<file path="src/rtl/as608_pkg.sv">
// Shared constants and types for the AS608 packet receiver: frame header
// bytes, packet identifiers, error codes and the parser state encoding.
package as608_pkg;

   localparam logic [7:0] HDR_B0   = 8'hEF;
   localparam logic [7:0] HDR_B1   = 8'h01;

   localparam logic [7:0] PID_CMD  = 8'h01;
   localparam logic [7:0] PID_DATA = 8'h02;
   localparam logic [7:0] PID_ACK  = 8'h07;
   localparam logic [7:0] PID_END  = 8'h08;

   typedef enum logic [1:0] {
      ERR_HDR = 2'd0,
      ERR_CHK = 2'd1,
      ERR_TMO = 2'd2,
      ERR_LEN = 2'd3
   } err_t;

   typedef enum logic [3:0] {
      ST_IDLE,
      ST_HDR1,
      ST_ADDR,
      ST_PID,
      ST_LEN_H,
      ST_LEN_L,
      ST_PAYLOAD,
      ST_CHK_H,
      ST_CHK_L
   } state_t;

   function automatic logic pid_known(input logic [7:0] pid);
      return (pid == PID_CMD) || (pid == PID_DATA) || (pid == PID_ACK) || (pid == PID_END);
   endfunction

endpackage

</file>
<file path="src/rtl/as608_pkt_rx_if.sv">
// Byte stream in from the UART receiver and word write port out to the
// fingerprint store RAM.
interface as608_pkt_rx_if;
   logic         rx_valid;
   logic [7:0]   rx_data;
   logic         ram_we;
   logic [7:0]   ram_add;
   logic [255:0] ram_data;
   logic         ram_sel;

   modport master (output rx_valid, rx_data, input ram_we, ram_add, ram_data, ram_sel);
   modport slave  (input rx_valid, rx_data, output ram_we, ram_add, ram_data, ram_sel);
endinterface

</file>
<file path="src/rtl/as608_byte_packer.sv">
// Packs payload bytes into 256-bit RAM words, first byte in the top lane.
// Writes a word every 32 bytes or on flush (zero padded), counts words,
// and drops writes past word 255 while raising a sticky overflow flag.
module as608_byte_packer (
   input  logic         clk,
   input  logic         rst,
   input  logic         clear,
   input  logic         byte_valid,
   input  logic [7:0]   byte_data,
   input  logic         flush,
   input  logic         discard,
   output logic         we,
   output logic [7:0]   add,
   output logic [255:0] data,
   output logic         ovf
);
   logic [4:0]   cnt_q, cnt_b;
   logic [255:0] word_q, word_b, word_n;
   logic [8:0]   wcnt_q, wcnt_b;
   logic         do_wr;

   // clear takes effect first so a coincident byte lands as byte 0
   always_comb begin
      cnt_b  = clear ? 5'd0 : cnt_q;
      word_b = clear ? '0 : word_q;
      wcnt_b = clear ? 9'd0 : wcnt_q;
      word_n = word_b;
      if (byte_valid) word_n[{~cnt_b, 3'b111} -: 8] = byte_data;
      do_wr  = byte_valid && ((cnt_b == 5'd31) || flush);
   end

   // word buffer, write strobe, word address and overflow tracking
   always_ff @(posedge clk) begin
      if (rst) begin
         cnt_q  <= '0;
         word_q <= '0;
         wcnt_q <= '0;
         we     <= 1'b0;
         add    <= '0;
         data   <= '0;
         ovf    <= 1'b0;
      end else begin
         we     <= 1'b0;
         wcnt_q <= wcnt_b;
         if (clear) begin
            add <= '0;
            ovf <= 1'b0;
         end
         if (discard) begin
            cnt_q  <= '0;
            word_q <= '0;
         end else if (do_wr) begin
            cnt_q  <= '0;
            word_q <= '0;
            if (!wcnt_b[8]) begin
               we     <= 1'b1;
               add    <= wcnt_b[7:0];
               data   <= word_n;
               wcnt_q <= wcnt_b + 9'd1;
            end else begin
               ovf <= 1'b1;
            end
         end else begin
            cnt_q  <= byte_valid ? cnt_b + 5'd1 : cnt_b;
            word_q <= word_n;
         end
      end
   end
endmodule

</file>
<file path="src/rtl/as608_pkt_rx.sv">
// AS608 frame parser and capture stage. Optional build macro:
// AS608_TIMEOUT_EN adds an inter-byte gap timeout that aborts a frame.
//
// state      | meaning
// -----------+--------------------------------------------
// ST_IDLE    | hunting for 0xEF
// ST_HDR1    | expecting 0x01 (0xEF re-syncs here)
// ST_ADDR    | four module address bytes, MSB first
// ST_PID     | packet identifier
// ST_LEN_H   | length high byte
// ST_LEN_L   | length low byte, range check
// ST_PAYLOAD | payload bytes (length - 2)
// ST_CHK_H   | checksum high byte
// ST_CHK_L   | checksum low byte, report result
module as608_pkt_rx
   import as608_pkg::*;
#(
   parameter logic [31:0] DEV_ADDR    = 32'hFFFF_FFFF,
   parameter int          MAX_LEN     = 256,
   parameter int          TIMEOUT_CYC = 90000
) (
   input  logic             clk,
   input  logic             rst,
   as608_pkt_rx_if.slave    bus,
   input  logic             cap_start,
   input  logic             cap_sel,
   output logic             ack_valid,
   output logic [7:0]       ack_code,
   output logic             cap_done,
   output logic             pkt_err,
   output logic [1:0]       err_code,
   output logic             busy,
   output logic             ovf
);
   localparam logic [15:0] MAX_LEN16 = 16'(MAX_LEN);

   state_t      state_q, state_n;
   logic [1:0]  addr_idx_q;
   logic [7:0]  pid_q, len_h_q, chk_h_q;
   logic [15:0] pay_len_q, pay_cnt_q, csum_q;
   logic        armed_q;
   logic [15:0] len_w;
   logic        armed_eff, is_data, pay_last;
   logic        err_set, ack_set, done_set, pack_en, flush_en, tmo_discard;
   err_t        err_val;

   assign len_w     = {len_h_q, bus.rx_data};
   assign armed_eff = cap_start | armed_q;
   assign is_data   = (pid_q == PID_DATA) || (pid_q == PID_END);
   assign pay_last  = (pay_cnt_q == pay_len_q - 16'd1);
   assign busy      = (state_q != ST_IDLE);

`ifdef AS608_TIMEOUT_EN
   localparam int TMO_W = $clog2(TIMEOUT_CYC + 1);
   logic [TMO_W-1:0] tmo_q;
   logic             tmo_hit;

   assign tmo_hit     = !bus.rx_valid && (state_q != ST_IDLE) && (tmo_q == '0);
   assign tmo_discard = tmo_hit;

   // gap down-counter, reloaded by every byte and while idle
   always_ff @(posedge clk) begin
      if (rst || bus.rx_valid || state_q == ST_IDLE) tmo_q <= TMO_W'(TIMEOUT_CYC - 1);
      else if (tmo_q != '0)                          tmo_q <= tmo_q - 1'b1;
   end
`else
   assign tmo_discard = 1'b0;
`endif

   // parser state register
   always_ff @(posedge clk) begin
      if (rst) state_q <= ST_IDLE;
      else     state_q <= state_n;
   end

   // next state and per-byte event decode
   always_comb begin
      state_n  = state_q;
      err_set  = 1'b0;
      err_val  = ERR_HDR;
      ack_set  = 1'b0;
      done_set = 1'b0;
      pack_en  = 1'b0;
      flush_en = 1'b0;
      if (bus.rx_valid) begin
         case (state_q)
            ST_IDLE:  if (bus.rx_data == HDR_B0) state_n = ST_HDR1;
            ST_HDR1: begin
               if (bus.rx_data == HDR_B1)      state_n = ST_ADDR;
               else if (bus.rx_data != HDR_B0) state_n = ST_IDLE;
            end
            ST_ADDR: begin
               if (bus.rx_data != DEV_ADDR[{~addr_idx_q, 3'b000} +: 8]) begin
                  state_n = ST_IDLE;
                  err_set = 1'b1;
               end else if (addr_idx_q == 2'd3) begin
                  state_n = ST_PID;
               end
            end
            ST_PID: begin
               if (pid_known(bus.rx_data)) state_n = ST_LEN_H;
               else begin
                  state_n = ST_IDLE;
                  err_set = 1'b1;
               end
            end
            ST_LEN_H: state_n = ST_LEN_L;
            ST_LEN_L: begin
               if (len_w < 16'd2 || (len_w - 16'd2) > MAX_LEN16) begin
                  state_n = ST_IDLE;
                  err_set = 1'b1;
                  err_val = ERR_LEN;
               end else if (len_w == 16'd2) begin
                  state_n = ST_CHK_H;
               end else begin
                  state_n = ST_PAYLOAD;
               end
            end
            ST_PAYLOAD: begin
               pack_en  = is_data && armed_eff;
               flush_en = pay_last && (pid_q == PID_END);
               if (pay_last) state_n = ST_CHK_H;
            end
            ST_CHK_H: state_n = ST_CHK_L;
            ST_CHK_L: begin
               state_n = ST_IDLE;
               if ({chk_h_q, bus.rx_data} != csum_q) begin
                  err_set = 1'b1;
                  err_val = ERR_CHK;
               end else if (pid_q == PID_ACK) begin
                  ack_set = 1'b1;
               end
               if (pid_q == PID_END) done_set = 1'b1;
            end
            default: state_n = ST_IDLE;
         endcase
      end
`ifdef AS608_TIMEOUT_EN
      else if (tmo_hit) begin
         state_n = ST_IDLE;
         err_set = 1'b1;
         err_val = ERR_TMO;
      end
`endif
   end

   // frame fields, running checksum, output pulses and capture arming
   always_ff @(posedge clk) begin
      if (rst) begin
         addr_idx_q  <= '0;
         pid_q       <= '0;
         len_h_q     <= '0;
         chk_h_q     <= '0;
         pay_len_q   <= '0;
         pay_cnt_q   <= '0;
         csum_q      <= '0;
         armed_q     <= 1'b0;
         ack_valid   <= 1'b0;
         ack_code    <= '0;
         cap_done    <= 1'b0;
         pkt_err     <= 1'b0;
         err_code    <= '0;
         bus.ram_sel <= 1'b0;
      end else begin
         ack_valid <= ack_set;
         cap_done  <= done_set;
         pkt_err   <= err_set;
         if (err_set) err_code <= err_val;
         if (cap_start) begin
            armed_q     <= 1'b1;
            bus.ram_sel <= cap_sel;
         end
         if (done_set) armed_q <= 1'b0;
         if (bus.rx_valid) begin
            case (state_q)
               ST_HDR1:  addr_idx_q <= '0;
               ST_ADDR:  addr_idx_q <= addr_idx_q + 2'd1;
               ST_PID: begin
                  pid_q  <= bus.rx_data;
                  csum_q <= {8'h00, bus.rx_data};
               end
               ST_LEN_H: begin
                  len_h_q <= bus.rx_data;
                  csum_q  <= csum_q + {8'h00, bus.rx_data};
               end
               ST_LEN_L: begin
                  pay_len_q <= len_w - 16'd2;
                  pay_cnt_q <= '0;
                  csum_q    <= csum_q + {8'h00, bus.rx_data};
                  if (pid_q == PID_ACK && len_w == 16'd2) ack_code <= 8'h00;
               end
               ST_PAYLOAD: begin
                  pay_cnt_q <= pay_cnt_q + 16'd1;
                  csum_q    <= csum_q + {8'h00, bus.rx_data};
                  if (pid_q == PID_ACK && pay_cnt_q == 16'd0) ack_code <= bus.rx_data;
               end
               ST_CHK_H: chk_h_q <= bus.rx_data;
               default: ;
            endcase
         end
      end
   end

   as608_byte_packer u_packer (
      .clk        (clk),
      .rst        (rst),
      .clear      (cap_start),
      .byte_valid (pack_en),
      .byte_data  (bus.rx_data),
      .flush      (flush_en),
      .discard    (tmo_discard),
      .we         (bus.ram_we),
      .add        (bus.ram_add),
      .data       (bus.ram_data),
      .ovf        (ovf)
   );
endmodule

</file>
<file path="src/flat_wrapper.sv">
// flat-port wrapper written by rule: the top's interface ports become plain ports
module as608_pkt_rx_flat import as608_pkg::*;
#(
   parameter logic [31:0] DEV_ADDR    = 32'hFFFF_FFFF,
   parameter int          MAX_LEN     = 256,
   parameter int          TIMEOUT_CYC = 90000
)
  (clk, rst, cap_start, cap_sel, ack_valid, ack_code, cap_done, pkt_err, err_code, busy, ovf, bus_rx_valid, bus_rx_data, bus_ram_we, bus_ram_add, bus_ram_data, bus_ram_sel);
  as608_pkt_rx_if bus_i ();
  input  logic clk;
  input  logic rst;
  input  logic cap_start;
  input  logic cap_sel;
  output logic ack_valid;
  output logic [7:0] ack_code;
  output logic cap_done;
  output logic pkt_err;
  output logic [1:0] err_code;
  output logic busy;
  output logic ovf;
  input wire logic [$bits(bus_i.rx_valid)-1:0] bus_rx_valid;
  input wire logic [$bits(bus_i.rx_data)-1:0] bus_rx_data;
  output wire logic [$bits(bus_i.ram_we)-1:0] bus_ram_we;
  output wire logic [$bits(bus_i.ram_add)-1:0] bus_ram_add;
  output wire logic [$bits(bus_i.ram_data)-1:0] bus_ram_data;
  output wire logic [$bits(bus_i.ram_sel)-1:0] bus_ram_sel;
  assign bus_i.rx_valid = bus_rx_valid;
  assign bus_i.rx_data = bus_rx_data;
  assign bus_ram_we = bus_i.ram_we;
  assign bus_ram_add = bus_i.ram_add;
  assign bus_ram_data = bus_i.ram_data;
  assign bus_ram_sel = bus_i.ram_sel;
  as608_pkt_rx #(.DEV_ADDR(DEV_ADDR), .MAX_LEN(MAX_LEN), .TIMEOUT_CYC(TIMEOUT_CYC)) u_core (.clk(clk), .rst(rst), .bus(bus_i), .cap_start(cap_start), .cap_sel(cap_sel), .ack_valid(ack_valid), .ack_code(ack_code), .cap_done(cap_done), .pkt_err(pkt_err), .err_code(err_code), .busy(busy), .ovf(ovf));
endmodule
</file>
<file path="config.mk">
export PLATFORM = sky130hd
export DESIGN_NAME = as608_pkt_rx_flat
export DESIGN_NICKNAME = d
export VERILOG_FILES = /design/src/rtl/as608_pkg.sv /design/src/rtl/as608_pkt_rx_if.sv /design/src/rtl/as608_byte_packer.sv /design/src/rtl/as608_pkt_rx.sv /design/src/flat_wrapper.sv
export SDC_FILE = /design/constraint.sdc
export NUM_CORES = 1
export LEC_CHECK = 0
export BUFFER_PORTS_ARGS = -buffer_cell sky130_fd_sc_hd__buf_2
export CORE_ASPECT_RATIO = 1.25
export CORE_UTILIZATION = 39
export CTS_CLUSTER_DIAMETER = 200
export DETAILED_ROUTE_END_ITERATION = 7
export GPL_ROUTABILITY_DRIVEN = 0
export SLEW_MARGIN = 0
export SYNTH_ARGS = -nofsm -noshare
export SYNTH_HDL_FRONTEND = slang
export SYNTH_SLANG_ARGS = --single-unit
</file>
<file path="constraint.sdc">
create_clock -name clk -period 3.25 [get_ports clk]
set_input_delay 0.325 -clock clk [delete_from_list [all_inputs] [get_ports clk]]
set_output_delay 0.325 -clock clk [all_outputs]
set_load 0.01 [all_outputs]
</file>
# Word-level counts from Yosys, hierarchy flattened
# Index checks and enable logic that the tools add are counted.
# word_totals
reg_bits	629
word_cells	152
inputBits	13
out_inout_bits	281
# op_classes
n_shift	3
eq_ne	29
mux	49
magnitude_cmp	2
n_reduce_logical	32
n_addsub	8
bitwise_logic	7
# op_table
op	n
$mux 256	2
$shift 8x10->263 const A	1
$shiftx 8x10->263	1
$bwmux 256	1
$pmux 16 s2	2
$mux 8	5
$pmux 4 s8	1
$shiftx 32x6->8 const A	1
$mux 4	7
$mux 9	3
$mux 1	19
$add 16x1->16 const B	1
$add 16x8->16	1
$eq 16x16->1	1
$eq 16x2->1 const B	1
$eq 4x3->1 const B	4
$eq 8x2->1 const B	2
$eq 8x3->1 const B	2
$eq 8x4->1 const B	2
$gt 16x9->1 const B	1
$logic_not 16->1	1
$lt 16x2->1 const B	1
$ne 16x16->1	1
$pmux 8 s2	1
37 further kinds	68

# Longest topological paths before layout
# Gate-level depths: netlist of the first run.
# depth
ltp_word	9
mapped_depth	13
depth_no_buf	11

# By module
# A second synthesis of the first run with hierarchy kept.
# unflattened
cells_unflattened	2668
hier_area_um2	25215.4
# by_module_without_submodules
mod	n_inst	seq_area_each_um2	cells_each	area_each_um2
as608_byte_packer	1	10730.3	2014	19751.4
as608_pkt_rx	1	1861.8	654	5464.0

# Least setup slack after synthesis of the first run
# No wires, ideal clock.
# synth_timing
path_type	reg2reg
start	register u_core.pay_len_q[0]
end	register u_core.u_packer.wcnt_q[2]
path_buffers	2
stages_incl_launch_ff	13
arrival_time_ps	3180
setup_time_ps	131
required_ps	3119
synth_period_minus_slack_ps	3311
slack_ps	-61
cell_sequence	dfxtp_1 inv_1 ha_1 or4b_1 nor3_1 xnor2_1 or4b_1 nor4_4 a32oi_2 buf_4 buf_6 o311ai_2 o41ai_2
# synth_via
elab_chain_len	8
# synth_rtl
element	line	rtl
from (decl)	as608_pkt_rx.sv:40	logic [15:0] pay_len_q, pay_cnt_q, csum_q;
from (signal assigned)	as608_pkt_rx.sv:187	pay_len_q <= len_w - 16'd2;
$sub 16x1->16	as608_pkt_rx.sv:50	assign pay_last = (pay_cnt_q == pay_len_q - 16'd1);
$eq 16x16->1	as608_pkt_rx.sv:50	
$logic_and 1x1->1	as608_pkt_rx.sv:121	flush_en = pay_last && (pid_q == PID_END);
$mux 1	as608_pkt_rx.sv:86	case (state_q)
$mux 1	as608_pkt_rx.sv:85	if (bus.rx_valid) begin
$logic_or 1x1->1	as608_byte_packer.sv:29	do_wr = byte_valid && ((cnt_b == 5'd31) || flush);
$logic_and 1x1->1	as608_byte_packer.sv:29	
$mux 9	as608_byte_packer.sv:52	end else if (do_wr) begin
to (signal assigned)	as608_byte_packer.sv:44	wcnt_q <= wcnt_b;
to (signal assigned)	as608_byte_packer.sv:59	wcnt_q <= wcnt_b + 9'd1;
to (decl)	as608_byte_packer.sv:19	logic [8:0] wcnt_q, wcnt_b;
# Every way passes these cells.
# A chain may end at the register's enable or synchronous reset.

# Worst setup path after layout of the first run
# layout_timing
start	register u_core.pay_len_q[5]
end	register u_core.u_packer.data[38]
# layout_via
elab_chain_len	8
# layout_rtl
element	line	rtl
$sub 16x1->16	as608_pkt_rx.sv:50	
$eq 16x16->1	as608_pkt_rx.sv:50	
$logic_and 1x1->1	as608_pkt_rx.sv:121	
$mux 1	as608_pkt_rx.sv:86	
$mux 1	as608_pkt_rx.sv:85	
$logic_or 1x1->1	as608_byte_packer.sv:29	
$logic_and 1x1->1	as608_byte_packer.sv:29	
$reduce_and 2->1 (no line)	-	
to (signal assigned)	as608_byte_packer.sv:58	data <= word_n;
to (decl)	as608_byte_packer.sv:14	output logic [255:0] data,
# Every way passes these cells.

==> results of run 1 <==
-- stage by stage --
step                TNS (ns)  std cells  utilization  power, mW  hold slack [ns]
floorplan                  0       2971            -       8.20            0.436
global placement      -61.00       4104        0.441       8.40            0.449
detailed placement   -101.40       4104        0.441       8.41            0.456
CTS                   -34.13       4266        0.488       16.5           0.0450
global route         -109.54       4309        0.506       16.9           0.0601
finish                -76.03       4310        0.506       16.3           0.0843
-- power by group --
group	total [mW]	internal [mW]	switching (mW)
combinational	0.565	0.137	0.427
sequential	7.72	7.71	0.00427
clock	8.06	4.75	3.31
-- cells by family after synthesis --
| logic type | count (synthesis) | synth area share |
|---|---|---|
| simple gates | 1253 | 0.258 |
| flops | 629 | 0.457 |
| compound gates | 535 | 0.140 |
| buf+inv | 313 | 0.0581 |
| mux | 154 | 0.0561 |
| xor+xnor | 64 | 0.0203 |
| fa+ha+maj | 23 | 0.0107 |
-- layer usage --
| metal | share of wire | track usage | vias to the layer above | wire length (um) |
|---|---|---|---|---|
| met2 | 0.49 | 0.411 | 797 | 45800 |
| met5 | 0.00012 | 0 | - | 11 |
| met1 | 0.42 | 0.302 | 12068 | 39000 |
| met3 | 0.062 | 0.0417 | 187 | 5760 |
| met4 | 0.032 | 0.0894 | 2 | 3000 |
| li1 | - | - | 11453 | - |
-- flip-flops by register name (all words and copies together) (netlist names) --
signal and cells:
u_core.ack_code 8, u_core.ack_valid 1, u_core.addr_idx_q 2, u_core.armed_q 1, u_core.bus.ram_sel 1, u_core.cap_done 1
u_core.chk_h_q 8, u_core.csum_q 16, u_core.err_code 2, u_core.len_h_q 8, u_core.pay_cnt_q 16, u_core.pay_len_q 16
u_core.pid_q 8, u_core.pkt_err 1, u_core.state_q 4, u_core.u_packer.add 8, u_core.u_packer.cnt_q 5, u_core.u_packer.data 256
u_core.u_packer.ovf 1, u_core.u_packer.wcnt_q 9, u_core.u_packer.we 1, u_core.u_packer.word_q 256
-- layout by cell type, fill, tap and decap left out, drive strengths merged, types with 6 or more instances in the layout --
master and instances:
dfxtp 629, buf 542, nor2 391, nor4 298
a31o 255, a21oi 184, mux2i 152, nor3b 145
nor2b 130, clkbuf 122, nand2 90, and2 61
xnor2 38, o21ai 36, inv 27, xor2 26
nor3 26, nand3 22, ha 22, and3 21
nand4 14, nand2b 13, clkinv 13, a31oi 10
or3 8, and4 6, bufinv 6, nor4b 6
-- how the worst max path moves through the flow --
| stage | start | end | slack (ns) | cells past startpoint |
|---|---|---|---|---|
| after global routing | u_core.pay_len_q[5]$_SDFFE_PP0P_ | u_core.u_packer.data[253]$_SDFFE_PP0P_ | -0.31 | 12 |
| after floorplan | u_core.pay_len_q[0]$_SDFFE_PP0P_ | u_core.u_packer.wcnt_q[2]$_SDFF_PP0_ | 0.005 | 12 |
| final | u_core.pay_len_q[5]$_SDFFE_PP0P_ | u_core.u_packer.data[38]$_SDFFE_PP0P_ | -0.25 | 12 |
| after CTS | u_core.pay_len_q[0]$_SDFFE_PP0P_ | u_core.u_packer.data[40]$_SDFFE_PP0P_ | -0.15 | 12 |
| after detailed placement | u_core.pay_len_q[1]$_SDFFE_PP0P_ | u_core.u_packer.data[191]$_SDFFE_PP0P_ | -0.41 | 12 |
| after global placement | u_core.pay_len_q[1]$_SDFFE_PP0P_ | u_core.u_packer.data[40]$_SDFFE_PP0P_ | -0.32 | 12 |
-- what timing repair did --
action	4_1_cts	5_1_grt
endpoints found under the setup margin	529	533
pin swaps	40	83
gates resized for setup	84	87
endpoints found under the hold margin	1	0
cloned	5	38
setup buffers	34	9
hold buffers	1	0
-- cell type report --
cell class / count / area share
sequential: 629 / 0.358
multi-input combinational: 2029 / 0.402
tap: 935 / 0.0332
timing repair buffer: 570 / 0.138
antenna: 1 / 0.0000710
clock inverter: 27 / 0.0106
inverter: 24 / 0.00277
clock buffer: 95 / 0.0557
-- worst reg2reg max path: stages (launching register included) --
cell and delay (ns):
dfxtp_2 0.32, or4_4 0.55, buf_6 0.15, nor3_4 0.21, xnor2_2 0.15, or4b_4 0.50, nor4_4 0.34, a32oi_4 0.18
buf_4 0.21, clkbuf_16 0.18, buf_4 0.18, nor4_1 0.31, a31o_2 0.16
-- cell usage after synthesis (25+ instances only) --
library cell / n / share of area
and2_1: 61 / 0.014
nor2b_1: 130 / 0.030
xor2_1: 26 / 0.0083
nor4_2: 35 / 0.016
a31o_1: 239 / 0.076
clkbuf_1: 197 / 0.027
nor2_1: 391 / 0.053
nor4_1: 261 / 0.059
nor3_1: 26 / 0.0047
buf_2: 25 / 0.0045
o21ai_0: 36 / 0.0065
mux2i_1: 152 / 0.055
nor3b_1: 142 / 0.039
buf_6: 52 / 0.021
a21oi_1: 184 / 0.033
nand2_1: 89 / 0.012
xnor2_1: 38 / 0.012
dfxtp_1: 629 / 0.46
==> out/metrics.cfg, run 1 <==
[drt]
wl_mm=93.5
drt-initial-drc-count=2109
first_pass_iters=7
viasPerCell=5.69
vias=24507
routedWlPerCell_um=21.7
ant_nets=0
drc=0

[grt]
grt_usage=0.241
grt_pass1_vias=23508
grt_max_degree=166
globalRoute.totalOverflow=0
antenna_found_initial=3
grt_pass1_wl_mm=136

[cells_and_area]
nFillCells=6413
multi_input_area_sq_um=14200
syn_to_final_growth_pct=27.9
final_area_sq_um=35200
regArea_sq_um=12600
nets=3358
drive_gt1_frac=0.252

[worst_hold_path]
hp-class=in -> reg
hp-start=bus_rx_data[2]
hold_path_end=u_core.chk_h_q[2]$_SDFFE_PP0P_
holdPathStages=3

[setup_path]
crit_top_cell=buf_4
reg2reg_slack_ns=-0.25
worstPathRequired_ns=3.81
cp-end-kind=flip-flop
r2r_cells=12
cp_max_fo=10
critical_path_arrival_ns=4.06
startpoint_type=flip-flop
rr_startpoint=u_core.pay_len_q[5]$_SDFFE_PP0P_
r2r-end=u_core.u_packer.data[38]$_SDFFE_PP0P_
crit_chain=or4_4 -> buf_6 -> nor3_4 -> xnor2_2 -> or4b_4 -> nor4_4 -> a32oi_4 -> buf_4 -> clkbuf_16 -> buf_4 -> nor4_1 -> a31o_2
path_buf_inv=4
cp_slowest_stage_delay_ns=0.55
slowest_stage=or4_4
crit_family=simple AND/OR/NAND/NOR gates
worstSetupPathType=reg -> reg

[cts]
cts_tree=built
cts-root-buf=clkbuf_16
cts_buffers=68
clock-sinks=629
clock_latency_ns=0.62
clk_pin_slew_worst_paths_ns=0.06
clockBufferDepth=3
htreeDepth=3

[floorplan]
die_w_um=240
rows=108
core_area_sq_um=69600
fp.dieH_um=299
initial_core_util=0.396
io_pins=294
fp.dieArea_sq_um=71700

[synthesis]
async_reset_ff_frac=0
yosysWarnings=0
avgSynthCellArea_sq_um=9.27
ys_types=74
syn_area_sq_um=27500
yosys_most_used_dff=dfxtp_1
synth-seq-cells=629
synthCells=2971
synth_edf_count=0
seq_area_frac_synth=0.457
syn_nets=3007

[sta]
relSlewSlack=0.142
setup_ws_ns=-0.247
rsz0062_at_grt=true
setup_viol=518
max_freq_mhz=286
fin_crit_ns=3.50
hold_viol=0
final.period_utilization=1.08
finalClockSkew_ns=0.0166
slew_violations=0
worst_pin_slew_ns=1.29

[power]
power_density_nw_per_um2=464
power_leakage_nw=13.9
vdd_drop_max_mv=0.370

[outcome]
status=finished, violations left
violations=setup timing

[place]
post_dp_cell_area_sq_um=30700
place_ws_ns=-0.412
numPortBuffers=293
dp_hpwl_mm=59.4

[job]
cap_violations=0

No activity file was read; power rests on OpenSTA's default activity.
==> run 2: changes to the inputs <==
- clock period: 3.25 -> 3.6 ns (I/O delays scaled with it)
==> out/metrics.cfg, run 2 (synthesized netlist as in run 1, its figures left out) <==
[outcome]
status=finished, final reports clean

[floorplan]
die_w_um=240
core_area_sq_um=69600
fp.dieArea_sq_um=71700
io_pins=294
rows=108
fp.dieH_um=299
initial_core_util=0.396

[drt]
viasPerCell=5.65
vias=23673
drc=0
routedWlPerCell_um=20.8
first_pass_iters=7
ant_nets=0
drt-initial-drc-count=1667
wl_mm=87.2

[cts]
clk_pin_slew_worst_paths_ns=0.07
clock-sinks=629
clockBufferDepth=3
cts_tree=built
cts-root-buf=clkbuf_16
htreeDepth=3
cts_buffers=68
clock_latency_ns=0.63

[place]
dpl.cell_count=4061
numPortBuffers=293
dp_hpwl_mm=58.3

[power]
p_switching_mw=3.24
vdd_drop_max_mv=0.314
power_frac_clock=0.480
power_density_nw_per_um2=433
power_frac_seq=0.488
power_leakage_nw=12.8
switching_share=0.226
comb_power_share=0.033
internal-power_mw=11.1
finalPower_mw=14.3

[setup_path]
worstPathRequired_ns=4.15
worstSetupPathType=reg -> reg
startpoint_type=flip-flop
cp-end-kind=flip-flop
critical_path_arrival_ns=4.03
reg2reg_slack_ns=0.12
cp_max_fo=32

[grt]
grtUsageMet2=0.399
busiest_layer=met2
grt_pass1_wl_mm=132
globalRoute.totalOverflow=0
globalRouteMet3Util=0.0330
grt_pass1_vias=22780
antenna_found_initial=0
met1_usage=0.301
grt_max_degree=161
grt_usage=0.234

[cells_and_area]
syn_to_final_growth_pct=20.0
top_regs=u_core.u_packer.data x256, u_core.u_packer.word_q x256
stdcell_count=4187
nets=3242
final_common_cell=dfxtp_1
final_util=0.475
layout_common_cells=dfxtp_1, nor2_1, buf_2
drive_gt1_frac=0.218

[sta]
setup_viol=0
finalClockSkew_ns=0.0335
final.period_utilization=0.966
max_freq_mhz=287
rsz0062_at_grt=true
slew_violations=0
fin_crit_ns=3.48
relSlewSlack=0.175
worst_pin_slew_ns=1.24
hold_viol=0

[worst_hold_path]
hp-class=in -> reg

[job]
cap_violations=0

## run 2: cell types whose count changed in the layout (fill, tap and decap cells not counted), moves of 8 or more
cell	before	now
buf_8	10	2
clkbuf_8	16	8
buf_6	30	3
buf_16	12	1
clkbuf_16	95	72
nor4_2	96	107
buf_4	166	137
clkbuf_1	11	22
buf_12	33	18
## run 2: repair_timing
item                       CTS  global route
buffers inserted             1             5
hold endpoints to repair     1             0
gates resized for setup     13            81
setup endpoints to repair   41           250
pin swaps                    1             2
cloned                       0             3
hold buffers                 1             0
## run 2: critical path: stages, from the launching register on
cell and delay (ns):
dfxtp_1 0.34, inv_1 0.09, ha_1 0.18, or4b_4 0.48
buf_4 0.17, nor4_4 0.17, mux2i_1 0.14, or3b_4 0.43
nor4_4 0.24, a32oi_4 0.24, clkbuf_16 0.26, buf_12 0.19
nor4_2 0.29, a31o_1 0.14
## run 2: area by class of cell
cell class              instances  area [sq um]
multi-input cells            2029         14100
clock buffers                 101          1970
diodes                          2          5.00
well taps                     935          1170
repair buffers                454          2970
flip-flops and latches        629         12600
fillers                      6600         36500
clock inverters                13           178
inverters                      24          97.6
## run 2: through the flow
| stage | hold WS, ns | cell area (sq um) | setup slack (ns) | TNS [ns] |
|---|---|---|---|---|
| floorplan | 0.436 | 27500 | 0.289 | 0 |
| global placement | 0.448 | 30200 | -0.165 | -0.630 |
| detailed placement | 0.458 | 30200 | -0.186 | -0.938 |
| CTS | 0.0770 | 32400 | 0.000255 | 0 |
| global route | 0.112 | 33000 | -0.0116 | -0.0213 |
| finish | 0.120 | 33000 | 0.122 | 0 |
## run 2: per-layer routing
metal,up-vias,share of wire
met5,-,0
met2,690,0.49
met4,0,0.025
li1,11200,-
met3,132,0.052
met1,11651,0.43
## run 2: final timing paths
path	startpoint	to	cells after the start
setup / recovery	u_core.pay_len_q[1]$_SDFFE_PP0P_	u_core.u_packer.data[3]$_SDFFE_PP0P_	13
setup reg to reg	u_core.pay_len_q[1]$_SDFFE_PP0P_	u_core.u_packer.data[3]$_SDFFE_PP0P_	13
hold reg to reg	u_core.pid_q[5]$_SDFFE_PP0P_	u_core.pid_q[5]$_SDFFE_PP0P_	2
hold / removal	bus_rx_data[1]	u_core.pay_len_q[1]$_SDFFE_PP0P_	2
## run 2: power groups by stage
stage	sequential (mW)	combinational, mW	clock [mW]
floorplan	7.12	0.278	0
global placement	7.12	0.442	0
detailed placement	7.12	0.449	0
CTS	6.97	0.452	7.00
global route	6.97	0.496	7.28
finish	6.97	0.468	6.86
